[src/rtl/mem_sweep_reader_if.sv]
// Bus bundle for mem_sweep_reader: sweep control, memory read port and output stream.
interface mem_sweep_reader_if #(
    parameter int WID_MEM = 1
);
    logic               start;
    logic [6:0]         first_addr;
    logic [6:0]         last_addr;
    logic [6:0]         raddr;
    logic [WID_MEM-1:0] mem_dout;
    logic               m_valid;
    logic               m_ready;
    logic [WID_MEM-1:0] m_data;
    logic [6:0]         m_addr;
    logic               m_last;
    logic               busy;
    logic               done;

    modport master (
        input  start, first_addr, last_addr, mem_dout, m_ready,
        output raddr, m_valid, m_data, m_addr, m_last, busy, done
    );

    modport slave (
        output start, first_addr, last_addr, mem_dout, m_ready,
        input  raddr, m_valid, m_data, m_addr, m_last, busy, done
    );
endinterface

[src/rtl/mem_sweep_reader.sv]
// Sweeps a synchronous-read memory from first_addr to last_addr (with wrap) and
// streams {data, addr, last} through a 2-entry FIFO with valid/ready backpressure.
module mem_sweep_reader #(
    parameter int WID_MEM   = 1,
    parameter int DEPTH_MEM = 128
) (
    input logic               clk,
    input logic               reset,
    mem_sweep_reader_if.master bus
);

    typedef enum logic [1:0] {S_IDLE, S_RUN, S_DRAIN} state_t;

    state_t             state_q, state_d;
    logic [6:0]         raddr_q, raddr_d;
    logic [6:0]         last_q, last_d;
    logic               pend_q, pend_d;
    logic [6:0]         pend_addr_q, pend_addr_d;
    logic               pend_last_q, pend_last_d;
    logic [1:0]         cnt_q, cnt_d;
    logic [WID_MEM-1:0] data0_q, data0_d, data1_q, data1_d;
    logic [6:0]         addr0_q, addr0_d, addr1_q, addr1_d;
    logic               last0_q, last0_d, last1_q, last1_d;
    logic               done_q, done_d;

    logic       pop;
    logic       issue_en;
    logic       at_last;
    logic [2:0] occ_after;
    logic [1:0] wr_idx;

    assign pop     = (cnt_q != 2'd0) && bus.m_ready;
    assign at_last = (raddr_q == last_q);
    // Slots that will be committed after this cycle: FIFO entries plus the word in flight.
    assign occ_after = {1'b0, cnt_q} + {2'b00, pend_q} - {2'b00, pop};

    always_ff @(posedge clk or negedge reset) begin
        if (!reset) state_q <= S_IDLE;
        else        state_q <= state_d;
    end

    always_comb begin
        state_d = state_q;
        case (state_q)
            S_IDLE:  if (bus.start)          state_d = S_RUN;
            S_RUN:   if (issue_en && at_last) state_d = S_DRAIN;
            S_DRAIN: if (pop && last0_q)      state_d = S_IDLE;
            default: state_d = S_IDLE;
        endcase
    end

    always_comb begin
        issue_en = (state_q == S_RUN) && (occ_after < 3'd2);
        done_d   = (state_q == S_DRAIN) && pop && last0_q;
    end

    always_comb begin
        raddr_d     = raddr_q;
        last_d      = last_q;
        if (state_q == S_IDLE && bus.start) begin
            raddr_d = bus.first_addr;
            last_d  = bus.last_addr;
        end else if (issue_en && !at_last) begin
            raddr_d = (raddr_q == 7'(DEPTH_MEM - 1)) ? 7'd0 : raddr_q + 7'd1;
        end
        pend_d      = issue_en;
        pend_addr_d = raddr_q;
        pend_last_d = at_last;
    end

    always_comb begin
        data0_d = data0_q; addr0_d = addr0_q; last0_d = last0_q;
        data1_d = data1_q; addr1_d = addr1_q; last1_d = last1_q;
        if (pop) begin
            data0_d = data1_q; addr0_d = addr1_q; last0_d = last1_q;
        end
        // The returned word lands behind whatever survives this cycle's pop.
        wr_idx = cnt_q - {1'b0, pop};
        if (pend_q) begin
            if (wr_idx == 2'd0) begin
                data0_d = bus.mem_dout; addr0_d = pend_addr_q; last0_d = pend_last_q;
            end else begin
                data1_d = bus.mem_dout; addr1_d = pend_addr_q; last1_d = pend_last_q;
            end
        end
        cnt_d = cnt_q + {1'b0, pend_q} - {1'b0, pop};
    end

    always_ff @(posedge clk or negedge reset) begin
        if (!reset) begin
            raddr_q     <= '0;
            last_q      <= '0;
            pend_q      <= 1'b0;
            pend_addr_q <= '0;
            pend_last_q <= 1'b0;
            cnt_q       <= '0;
            data0_q     <= '0;
            addr0_q     <= '0;
            last0_q     <= 1'b0;
            data1_q     <= '0;
            addr1_q     <= '0;
            last1_q     <= 1'b0;
            done_q      <= 1'b0;
        end else begin
            raddr_q     <= raddr_d;
            last_q      <= last_d;
            pend_q      <= pend_d;
            pend_addr_q <= pend_addr_d;
            pend_last_q <= pend_last_d;
            cnt_q       <= cnt_d;
            data0_q     <= data0_d;
            addr0_q     <= addr0_d;
            last0_q     <= last0_d;
            data1_q     <= data1_d;
            addr1_q     <= addr1_d;
            last1_q     <= last1_d;
            done_q      <= done_d;
        end
    end

    assign bus.raddr   = raddr_q;
    assign bus.m_valid = (cnt_q != 2'd0);
    assign bus.m_data  = data0_q;
    assign bus.m_addr  = addr0_q;
    assign bus.m_last  = last0_q && (cnt_q != 2'd0);
    assign bus.busy    = (state_q != S_IDLE);
    assign bus.done    = done_q;

endmodule

[src/flat_wrapper.sv]
// flat-port wrapper written by rule: the top's interface ports become plain ports
module mem_sweep_reader_flat 
#(
    parameter int WID_MEM   = 1,
    parameter int DEPTH_MEM = 128
)
  (clk, reset, bus_start, bus_first_addr, bus_last_addr, bus_mem_dout, bus_m_ready, bus_raddr, bus_m_valid, bus_m_data, bus_m_addr, bus_m_last, bus_busy, bus_done);
  mem_sweep_reader_if #(.WID_MEM(WID_MEM)) bus_i ();
  input logic clk;
  input logic reset;
  input wire logic [$bits(bus_i.start)-1:0] bus_start;
  input wire logic [$bits(bus_i.first_addr)-1:0] bus_first_addr;
  input wire logic [$bits(bus_i.last_addr)-1:0] bus_last_addr;
  input wire logic [$bits(bus_i.mem_dout)-1:0] bus_mem_dout;
  input wire logic [$bits(bus_i.m_ready)-1:0] bus_m_ready;
  output wire logic [$bits(bus_i.raddr)-1:0] bus_raddr;
  output wire logic [$bits(bus_i.m_valid)-1:0] bus_m_valid;
  output wire logic [$bits(bus_i.m_data)-1:0] bus_m_data;
  output wire logic [$bits(bus_i.m_addr)-1:0] bus_m_addr;
  output wire logic [$bits(bus_i.m_last)-1:0] bus_m_last;
  output wire logic [$bits(bus_i.busy)-1:0] bus_busy;
  output wire logic [$bits(bus_i.done)-1:0] bus_done;
  assign bus_i.start = bus_start;
  assign bus_i.first_addr = bus_first_addr;
  assign bus_i.last_addr = bus_last_addr;
  assign bus_i.mem_dout = bus_mem_dout;
  assign bus_i.m_ready = bus_m_ready;
  assign bus_raddr = bus_i.raddr;
  assign bus_m_valid = bus_i.m_valid;
  assign bus_m_data = bus_i.m_data;
  assign bus_m_addr = bus_i.m_addr;
  assign bus_m_last = bus_i.m_last;
  assign bus_busy = bus_i.busy;
  assign bus_done = bus_i.done;
  mem_sweep_reader #(.WID_MEM(WID_MEM), .DEPTH_MEM(DEPTH_MEM)) u_core (.clk(clk), .reset(reset), .bus(bus_i));
endmodule
[config.mk]
export PLATFORM = sky130hd
export DESIGN_NAME = mem_sweep_reader_flat
export DESIGN_NICKNAME = d
export VERILOG_FILES = /design/src/rtl/mem_sweep_reader_if.sv /design/src/rtl/mem_sweep_reader.sv /design/src/flat_wrapper.sv
export SDC_FILE = /design/constraint.sdc
export NUM_CORES = 1
export LEC_CHECK = 0
export CAP_MARGIN = 0
export CORE_MARGIN = 4
export CORE_UTILIZATION = 50
export DETAILED_ROUTE_END_ITERATION = 6
export GPL_ROUTABILITY_DRIVEN = 0
export PLACE_DENSITY = 0.77
export SLEW_MARGIN = 20
export SYNTH_ARGS = -nofsm -noshare
export SYNTH_HDL_FRONTEND = slang
export SYNTH_SLANG_ARGS = --single-unit
[constraint.sdc]
create_clock -name clk -period 3.54 [get_ports clk]
set_input_delay 0.531 -clock clk [delete_from_list [all_inputs] [get_ports clk]]
set_output_delay 0.531 -clock clk [all_outputs]
set_load 0.05 [all_outputs]
* Word-level counts from Yosys, hierarchy flattened *
Index checks and enable logic that the tools add are counted.

storage, ports and cells
  input bits = 19
  bits in registers = 46
  output and inout bits = 19

cells by class
  bitwise operators = 1
  equality and inequality tests = 7
  reduce and logical (&&, ||, !) cells = 17
  muxes and demuxes = 16
  add/sub/neg operators = 6
  magnitude comparators = 1

operators by type and width
  kind                   number
  $mux W7                6
  $logic_and A1 B1 Y1    9
  $add A7 B1 Y7 const B  1
  $eq A7 B7 Y1           1
  $eq A7 B7 Y1 const B   1
  $mux W1                6
  $mux W2                3
  $pmux W2 S3            1
  $reduce_bool A2 Y1     3
  $logic_not A2 Y1       2
  $ne A2 B1 Y1 const B   2
  $sub A2 B1 Y2          2
  $add A2 B1 Y3          1
  $lt A3 B2 Y1 const B   1
  $reduce_and A3 Y1      1
  $sub A3 B1 Y3          1
  $add A2 B1 Y2          1
  $eq A2 B1 Y1 const B   1
  $eq A2 B2 Y1 const B   1
  $ne A2 B2 Y1 const B   1
  $reduce_and A2 Y1      1
  $logic_not A1 Y1       1
  $not A1 Y1             1

* Logic depth before layout (Yosys ltp) *
  depth after elaboration = 8
  depth in mapped cells = 13
  depth with buffers taken out = 12

* Least setup slack after synthesis *
Ideal clock, no wire load.

  kind = register -> register
  from = reg u_core.cnt_q[1]
  to = reg u_core.raddr_q[5] (netlist: u_core.bus.raddr[5])
  arrival = 3010 ps
  cell stages (with the launch flop) = 13
  setup slack = 438 ps
  period minus slack after synthesis = 3102 ps
  path through = dfrtp_1 > or2_2 > nand2_1 > buf_2 > or2_2 > nand2_1 > ha_1 > fa_1 > nor3b_1 > nand2_1 > a21oi_4 > a41oi_1 > o31ai_2

between the ends
  word-level cells in the longest chain between the ends = 7
  elaborated cells between the ends (all ways) = 8

ends and longest elaborated chain
  what                          RTL line                 source
  start: declaration            mem_sweep_reader.sv:20   logic [1:0] cnt_q, cnt_d;
  start signal: assignment      mem_sweep_reader.sv:110  cnt_q <= cnt_d;
  $reduce_bool A2 Y1            n/a
  net bus_m_valid               flat_wrapper.sv:17       output wire logic [$bits(bus_i.m_valid)-1:0] bus_m_valid;
  $logic_and A1 B1 Y1           mem_sweep_reader.sv:32   assign pop = (cnt_q != 2'd0) && bus.m_ready;
  $sub A3 B1 Y3                 mem_sweep_reader.sv:35   assign occ_after = {1'b0, cnt_q} + {2'b00, pend_q} - {2'b00, pop};
  $lt A3 B2 Y1                  mem_sweep_reader.sv:53   issue_en = (state_q == S_RUN) && (occ_after < 3'd2);
  $logic_and A1 B1 Y1           mem_sweep_reader.sv:53
  $logic_and A1 B1 Y1           mem_sweep_reader.sv:63   end else if (issue_en && !at_last) begin
  $reduce_bool A2 Y1 (no line)  n/a
  end signal: assignment        mem_sweep_reader.sv:105  raddr_q <= raddr_d;
  end: declaration              mem_sweep_reader.sv:15   logic [6:0] raddr_q, raddr_d;

The timed path passes the listed nets, and every way through them passes these cells.
A chain may end at the register's enable or synchronous reset.

* Final worst setup path *
  from = in bus_m_ready
  to = reg u_core.raddr_q[5] (netlist: u_core.bus.raddr[5])

between the ends
  word-level cells in the longest chain between the ends = 6

ends and longest elaborated chain
  what                          RTL line                source
  start: declaration            flat_wrapper.sv:15      input wire logic [$bits(bus_i.m_ready)-1:0] bus_m_ready;
  $logic_and A1 B1 Y1           mem_sweep_reader.sv:32
  $sub A3 B1 Y3                 mem_sweep_reader.sv:35
  $lt A3 B2 Y1                  mem_sweep_reader.sv:53
  $logic_and A1 B1 Y1           mem_sweep_reader.sv:53
  $logic_and A1 B1 Y1           mem_sweep_reader.sv:63
  $reduce_bool A2 Y1 (no line)  n/a

Every way passes these cells.

==> run metrics <==
vias in the first global route 1419; CTS buffer count 5; commonest non-fill, non-tap cell in the layout dfrtp_1; Vias 1422; Detailed Place HPWL 2660 µm; gr ovfl total 0; clk slew on worst S/H paths 0.09 ns; Site Rows 23; post_cts resized 0; # IOs 38; Leak 0.00116 µW; Final min period 2.97 ns; TritonCTS clock tree built; Finished Cell Area 2600 µm²; status finished clean; Vias/cell 5.17; HP Class primary input to async pin; Max FO, Critical Path 6; Seq/Total Area, Yosys 0.556; pin count of the biggest net entering global routing 47; Synth Cell Area 2070 µm²; DRC violations left 0; pre-CTS worst setup slack 0.266 ns; power per cell area 1020 nW/µm²; Max-slew headroom 0.404; Ant. Diodes 0; total die area 5240 µm²; hold buffer count at CTS 0; post-synthesis compound-gate area fraction 0.0936; WL final 3900 µm; root buffer cell clkbuf_8; clk_lat worst skew 0.30 ns; Slew Limit Fails 0; fin cells 275; Die Wd 72.4 µm; Yosys reg bits 46; mux contribution to synthesized area 0.102; worst hold margin 0.210 ns; Synth cell types 38; period utilisation layout 0.838; dpl cells 267; Hold Violations, Final 0; largest family of logic cells by synthesized area simple AND/OR/NAND/NOR gates; maxcap violations 0; Synth Area in Simple Gates 0.168; H-tree depth 2; first-pass GRT wire length 6600 µm; Initial Util 0.518; CP startpoint kind primary input; share of layout cells above drive strength 1 0.138; Antenna Violating Nets Remaining 0; core footprint 4000 µm²; Worst Tran Pin Value 0.890 ns; crit path capture type register; GRT Total Usage 0.163; Post-synth ARST share 1.00; leading cell types in the layout, fill and taps excluded 46 x dfrtp_1, 41 x nand2_1, 36 x clkdlybuf4s50_1, 11 x mux2i_1, 10 x o21ai_0; Setup Viol. Count Final 0; Post-synth EDFFs 0; Synthesized Nets 206; syn avg cell area 11.3 µm²; CTS Sinks 46; top_reg_cell synth dfrtp_1; yosys warns 0; Post-CTS Setup Inserts 0; I/O Buffers 37; worst reg2reg setup slack 0.63 ns; Critical Path AT 3.18 ns; adder-cell area share of the yosys netlist 0.0217; RSZ-0062 raised after global routing no; die height 72.4 µm; first drt pass iteration count 4; synth-to-layout area growth 25.7%; 1st-iter DRT viols 106; Longest Clk Path Bufs 2; initial antenna violation count 0; Max VDD drop 0.000516 V; xor/xnor share of the synthesized area 0.0423; Mapped Cells 184; Post-Route Setup TNS 0 ns; skew final 0.00697 ns; Cell Area, Placed 2490 µm²; DR WL/cell 14.2 µm; Fmax achieved 337 MHz; Final nets 246; worst endpoint required time 3.75 ns; WS Path Type primary input to register; slack of the critical path 0.573 ns
==> final timing paths <==
check | start | cells past startpoint | end
setup / recovery | bus_m_ready | 11 | u_core.bus.raddr[5]
hold / removal | reset | 1 | u_core.data1_q
setup reg to reg | u_core.cnt_q[1] | 11 | u_core.bus.raddr[5]
hold reg to reg | u_core.pend_last_q | 2 | u_core.last0_q
max in group asynchronous | reset | 1 | u_core.last_q[0]
min in group clk | u_core.pend_last_q | 2 | u_core.last0_q
==> Yosys cell counts, types with 3 or more instances <==
library cell | n | area (µm²)
o21ai_1 | 3 | 15.0
nand2_1 | 41 | 154
and2_1 | 3 | 18.8
nor2_1 | 5 | 18.8
dfrtp_1 | 46 | 1150
xnor2_1 | 3 | 26.3
nand3_1 | 4 | 20.0
inv_1 | 4 | 15.0
clkbuf_1 | 4 | 15.0
mux2_2 | 9 | 101
mux2i_1 | 11 | 110
xor2_1 | 7 | 61.3
a211oi_1 | 4 | 30.0
o21ai_0 | 10 | 50.1
==> state kept, by name, indices dropped and copies added, names as in the netlist <==
signal	flops
u_core.pend_q	1
u_core.pend_last_q	1
u_core.cnt_q	2
u_core.bus.m_addr	7
u_core.pend_addr_q	7
u_core.data1_q	1
u_core.bus.done	1
u_core.last_q	7
u_core.bus.raddr	7
u_core.addr1_q	7
u_core.bus.m_data	1
u_core.state_q	2
u_core.last1_q	1
u_core.last0_q	1
==> layer usage <==
layer  GRT usage  wire (µm)  vias to the layer above  share of wire
met5           0          0                        -              0
li1            -          -                      711              -
met3      0.0457        195                        2          0.050
met2       0.269       1880                       32           0.48
met1       0.209       1800                      677           0.46
met4      0.0512         25                        0         0.0064
==> where the power goes <==
group / internal [µW] / total [µW] / leakage [µW] / switching (µW)
sequential: 759 / 962 / 0.000569 / 202
clock: 210 / 394 / 0.0000504 / 184
combinational: 512 / 1300 / 0.000538 / 786
==> logic make-up (layout without fill, tap and decap cells) <==
group / after synthesis / in the layout
multiplexers: 20 / 20
adder cells (fa/ha/maj): 3 / 3
buffers and inverters: 9 / 50
AO/OA/AOI/OAI: 28 / 28
AND/OR/NAND/NOR: 68 / 68
flip-flops: 46 / 46
XOR/XNOR: 10 / 10
==> area by class of cell <==
cell class | instances | area (µm²)
Clock buffer | 5 | 68.8
Timing Repair Buffer | 38 | 375
Inverter | 4 | 15.0
Sequential cell | 46 | 1150
Multi-Input combinational cell | 129 | 886
Clock inverter | 3 | 45.0
Tap cell | 50 | 62.6
Fill cell | 326 | 1400
==> through the flow <==
step            util  power (µW)
6_report       0.651        2650
5_1_grt        0.651        2820
4_1_cts        0.650        2680
3_5_place_dp   0.622        2270
3_3_place_gp   0.622        2240
2_1_floorplan      -        1890
==> critical path, stage by stage <==
cell and delay (ns):
clkdlybuf4s50_1 0.50, nand2_1 0.09, or2_2 0.31, nand2_1 0.07
ha_1 0.15, fa_1 0.44, nor3b_1 0.28, nand2_1 0.19
a21oi_4 0.25, a41oi_1 0.16, o31ai_2 0.20
Note: power is estimated with default switching activity, not from simulation.
